## src/rtl/store_ctrl.sv

```systemverilog
// rtl/store_ctrl.sv - RISC-V S-type store controller; optional misalignment trap via STORE_MISALIGN_TRAP_EN
module store_ctrl #(
   parameter int unsigned TIMEOUT_CYCLES = 15
) (
   input  logic        clk,
   input  logic        rstn,
   input  logic        st_valid,
   output logic        st_ready,
   input  logic [2:0]  funct3,
   input  logic [4:0]  instrn11_7,
   input  logic [6:0]  instrn31_25,
   input  logic [31:0] rs1_val,
   input  logic [31:0] rs2_val,
   output logic        mem_req,
   output logic [31:0] mem_addr,
   output logic [31:0] mem_wdata,
   output logic [3:0]  mem_be,
   input  logic        mem_ack,
   output logic        st_done,
   output logic        st_err,
   output logic [1:0]  st_err_code
);

   typedef enum logic [1:0] {
      S_IDLE = 2'd0,
      S_REQ  = 2'd1,
      S_RESP = 2'd2
   } state_t;

   localparam logic [7:0] TO_LAST = 8'(TIMEOUT_CYCLES - 1);

   localparam logic [1:0] ERR_NONE     = 2'b00;
   localparam logic [1:0] ERR_ILLEGAL  = 2'b01;
   localparam logic [1:0] ERR_MISALIGN = 2'b10;
   localparam logic [1:0] ERR_TIMEOUT  = 2'b11;

   state_t      state_q, state_d;
   logic [7:0]  cnt_q, cnt_d;
   logic [31:0] addr_q, wdata_q;
   logic [3:0]  be_q;
   logic        done_q, done_d;
   logic        err_q, err_d;
   logic [1:0]  code_q, code_d;
   logic        load;

   logic [11:0] imm12;
   logic [31:0] ea;
   logic [31:0] addr_n, wdata_n;
   logic [3:0]  be_n;
   logic        illegal;
   logic        misalign_trap;
   logic        accept;

   assign imm12  = {instrn31_25, instrn11_7};
   assign ea     = rs1_val + {{20{imm12[11]}}, imm12};
   assign addr_n = {ea[31:2], 2'b00};
   assign accept = st_valid & (state_q == S_IDLE);

   // Lane placement of the store data and byte enables from width and address offset
   always_comb begin
      be_n    = 4'b0000;
      wdata_n = 32'h0;
      illegal = 1'b0;
      case (funct3)
         3'b000: begin
            be_n    = 4'b0001 << ea[1:0];
            wdata_n = {4{rs2_val[7:0]}};
         end
         3'b001: begin
            be_n    = 4'b0011 << {ea[1], 1'b0};
            wdata_n = {2{rs2_val[15:0]}};
         end
         3'b010: begin
            be_n    = 4'b1111;
            wdata_n = rs2_val;
         end
         default: illegal = 1'b1;
      endcase
   end

`ifdef STORE_MISALIGN_TRAP_EN
   assign misalign_trap = ((funct3 == 3'b001) && ea[0]) ||
                          ((funct3 == 3'b010) && (ea[1:0] != 2'b00));
`else
   assign misalign_trap = 1'b0;
`endif

   // Next-state, ack/timeout counter and completion pulse decode
   always_comb begin
      state_d = state_q;
      cnt_d   = cnt_q;
      done_d  = 1'b0;
      err_d   = 1'b0;
      code_d  = ERR_NONE;
      load    = 1'b0;
      case (state_q)
         S_IDLE: begin
            if (accept) begin
               load  = 1'b1;
               cnt_d = 8'd0;
               if (illegal) begin
                  state_d = S_RESP;
                  err_d   = 1'b1;
                  code_d  = ERR_ILLEGAL;
               end else if (misalign_trap) begin
                  state_d = S_RESP;
                  err_d   = 1'b1;
                  code_d  = ERR_MISALIGN;
               end else begin
                  state_d = S_REQ;
               end
            end
         end
         S_REQ: begin
            if (mem_ack) begin
               state_d = S_RESP;
               done_d  = 1'b1;
               cnt_d   = 8'd0;
            end else if (cnt_q == TO_LAST) begin
               state_d = S_RESP;
               err_d   = 1'b1;
               code_d  = ERR_TIMEOUT;
               cnt_d   = 8'd0;
            end else begin
               cnt_d = cnt_q + 8'd1;
            end
         end
         S_RESP: begin
            state_d = S_IDLE;
         end
         default: begin
            state_d = S_IDLE;
            cnt_d   = 8'd0;
         end
      endcase
   end

   // State, counter and registered completion pulses
   always_ff @(posedge clk) begin
      if (!rstn) begin
         state_q <= S_IDLE;
         cnt_q   <= 8'd0;
         done_q  <= 1'b0;
         err_q   <= 1'b0;
         code_q  <= ERR_NONE;
      end else begin
         state_q <= state_d;
         cnt_q   <= cnt_d;
         done_q  <= done_d;
         err_q   <= err_d;
         code_q  <= code_d;
      end
   end

   // Write beat captured on accept and held until the next accept
   always_ff @(posedge clk) begin
      if (!rstn) begin
         addr_q  <= 32'h0;
         wdata_q <= 32'h0;
         be_q    <= 4'b0000;
      end else if (load) begin
         addr_q  <= addr_n;
         wdata_q <= wdata_n;
         be_q    <= be_n;
      end
   end

   assign st_ready    = (state_q == S_IDLE);
   assign mem_req     = (state_q == S_REQ);
   assign mem_addr    = addr_q;
   assign mem_wdata   = wdata_q;
   assign mem_be      = be_q;
   assign st_done     = done_q;
   assign st_err      = err_q;
   assign st_err_code = code_q;

endmodule

```

## config.mk

```make
export PLATFORM = sky130hd
export DESIGN_NAME = store_ctrl
export DESIGN_NICKNAME = d
export VERILOG_FILES = /design/src/rtl/store_ctrl.sv
export SDC_FILE = /design/constraint.sdc
export NUM_CORES = 1
export LEC_CHECK = 0
export ABC_AREA = 1
export CAP_MARGIN = 25
export CORE_UTILIZATION = 35
export DETAILED_ROUTE_END_ITERATION = 8
export PLACE_DENSITY = 0.64
export SLEW_MARGIN = 10
export SYNTH_ARGS = -nofsm -noshare
export SYNTH_HDL_FRONTEND = slang
export SYNTH_SLANG_ARGS = --single-unit
```

## constraint.sdc

```tcl
create_clock -name clk -period 2.1 [get_ports clk]
set_input_delay 0.525 -clock clk [delete_from_list [all_inputs] [get_ports clk]]
set_output_delay 0.525 -clock clk [all_outputs]
set_load 0.02 [all_outputs]
```

==> impl_metrics.toml <==
[run_status]
status = "complete, no violations"

[finish]
layout-drive-gt1-share_pct = 19.81
n_antenna_cell = 0
most-common-layout-cells = "nand2_1 (286), inv_1 (154), clkdlybuf4s50_1 (133)"
layout_commonest_cell = "nand2_1"
fill_cells = 1549
area_delta_synth_final_pct = 56.81
final_nets = 1289

[power_and_ir_drop]
p_leak_nw = 4.386
pwr-share-comb_pct = 37.7
switching_power_mw = 1.713
seqPwrFrac_pct = 32.7
powerDensity_nw_per_um2 = 563.0
finalPower_mw = 5.069
p_clk_share_pct = 29.5
switching_share_pct = 33.79
peakVddDrop_mv = 0.3461
p_int_mw = 3.356

[detailed_routing]
ant_nets = 0
vias = 6525
drc = 0
wirelength_um = 18970
wire_per_inst_um = 13.63
routed_via_density = 4.688
dr.pass1.iters = 6
drt_iter0_drc = 335

[worst_setup_path]
cp.required_ps = 2320
max_stage_delay_ps = 530
r2r-start = "cnt_q[0]"
critPathSlowestCell = "clkdlybuf4s50_1"
critical_path.startpoint = "rs1_val[6]"
end_kind = "flip-flop"
crit_path_frequent_cell = "nand2_1"
critPathArrivalTime_ps = 2290
crit_chain = "clkdlybuf4s50_1, ha_4, nand2_1, nand2_1, nand2_1, nand2_2, a21oi_2, nand2_2, xor2_1, o21ai_0, inv_1"
critPathLaunchType = "input pin"
crit_type = "input pin to flip-flop"
cp_max_fo = 4

[die]
fp.dieW_um = 130.1
core_um2 = 15940
dieHeight_um = 130.1
placementRows = 46
top_level_ports = 157
dieArea_um2 = 16920
start_util_pct = 36.01

[yosys]
syn_area_per_cell_um2 = 6.000
synth_largest_area_cell = "dfxtp_1"
synthTopCellsByArea = "dfxtp_1 (28%), nand2_1 (21%), inv_1 (10%), ha_1 (7.2%), nor2_1 (7.1%)"
ys_async_sr_fraction_pct = 0
ys_types = 40
synth_area_um2 = 5742
synth_warnings = 0
yosysSeqAreaShare_pct = 27.54
synth-seq-cells = 79
synth-edff-count = 0
synth_top_cell_area_share_pct = 27.54
syn_inst = 957
synth-main-ff-cell = "dfxtp_1"

[hold_path]
min_from = "mem_wdata[7]"
hold_class = "flip-flop to flip-flop"

[clock_tree]
clockBufferDepth = 2
numCtsBuffers = 9
cts.clk_slew.worst_paths_ps = 60
cts_tree = "done"
cts_root_buf = "clkbuf_16"
clock_latency_ps = 330
cts.sinks = 79
holdBufCountCts = 0
htree_levels = 3

[sta]
skew_ps = 3.689
fin_crit_sh_pct = 98.22
finalHoldViolCount = 0
period_needed_ps = 2063
timing.hold.ws_ps = 462.7
fmax_mhz = 484.8
rsz0062_at_grt = "yes"
setup_viol = 0
drv_slew = 0

[grt]
grt_max_degree = 38
antenna_found_initial = 0
met1_usage_pct = 28.81
track_usage_pct = 22.19
grt_busiest_layer = "met2"
grt_pass1_vias = 5936
grt_pass1_wl_um = 29260
use_met3_pct = 2.993
grt_use_met2_pct = 38.33
grt.overflow.total = 0

[job]
maxCapViolations = 0

[place]
port_buffers = 154
place.detailed.hpwl_um = 14320
gp_congestion = 0.9632
area by class of cell:
type	instances	area [µm²]	share of cell area [%]
clock inverters	3	17.52	0.1946
clock buffers	12	266.5	2.960
flip-flops and latches	79	1582	17.57
multi-input cells	689	4038	44.84
inverters	165	621.8	6.907
repair buffers	228	2208	24.53
well taps	216	270.3	3.002
stage by stage:
stage,cell area [µm²],cells,util (%),worst slack [ps],TNS (ps)
after global routing,9004,1392,56.47,-36.43,-102.7
after floorplan,5746,958,-,103.9,0
after detailed placement,7945,1370,49.84,-563.6,-12450
final,9004,1392,56.47,37.43,0
after CTS,8448,1388,52.99,-10.96,-20.75
after global placement,7945,1370,49.84,-537.9,-11810
synthesized netlist by cell type, types with 2 or more instances:
cell	count
buf_2	3
ha_1	33
o211ai_1	9
xor2_1	14
inv_1	160
o21bai_1	3
nor2_2	4
o21ai_0	25
dfxtp_1	79
nor3_2	2
nor3_1	6
nand3_1	57
buf_6	4
xnor2_1	2
a21oi_1	61
a31oi_1	10
nand4_1	4
buf_4	10
inv_2	4
nand2_1	321
nor2_4	2
nor2_1	109
and2_1	3
clkbuf_1	7
and3_1	2
a211oi_1	2
nand2_2	8
registers in the layout, summed over array words and instances, names as in the netlist:
name,flops
cnt_q,8
mem_addr,30
state_q,2
st_err_code,2
mem_wdata,32
mem_be,4
st_done,1
power groups by stage:
stage,Sequential (mW),Clock (mW),Combinational (mW)
global route,1.67,1.59,2.10
floorplan,1.79,0,0.815
detailed placement,1.69,0,1.66
global placement,1.69,0,1.65
finish,1.66,1.50,1.91
CTS,1.66,1.52,1.73
final timing paths:
check	end	slack [ps]	depth (start not counted)
worst min register to register	mem_wdata[7]	460	2
worst min-delay path	mem_wdata[7]	460	2
worst max-delay path	mem_addr[13]	40	11
worst max register to register	cnt_q[1]	600	7
critical path, delay by kind of cell:
kind | cells | cell delay, ps
compound gates | 2 | 320
xor+xnor | 1 | 180
fa+ha+maj | 1 | 230
buf+inv | 2 | 590
simple gates | 5 | 440
logic make-up (layout without fill, tap and decap cells):
group	count (synthesis)	after routing	share of synthesized area, %
and+or+nand+nor	521	521	37.22
buffers and inverters	190	408	13.71
AOI/OAI and AO/OA	116	116	11.48
DFF	79	79	27.54
adders and majority gates	34	34	7.540
xor gates and xnor gates	16	16	2.441
other	1	2	0.06531
metal layers:
layer / vias to the layer above / part of all wire, %
met1: 2911 / 45
li1: 3397 / -
met4: 0 / 1.9
met2: 192 / 47
met3: 25 / 6.0
met5: - / 0
what timing repair did:
item | 4_1_cts | 5_1_grt
pin swaps | 9 | 30
buffers inserted | 2 | 4
hold endpoints to repair | 0 | 0
cloned | 1 | 0
setup endpoints to repair | 23 | 26
resized for setup | 39 | 125
Power figures use the tool's default switching activity.
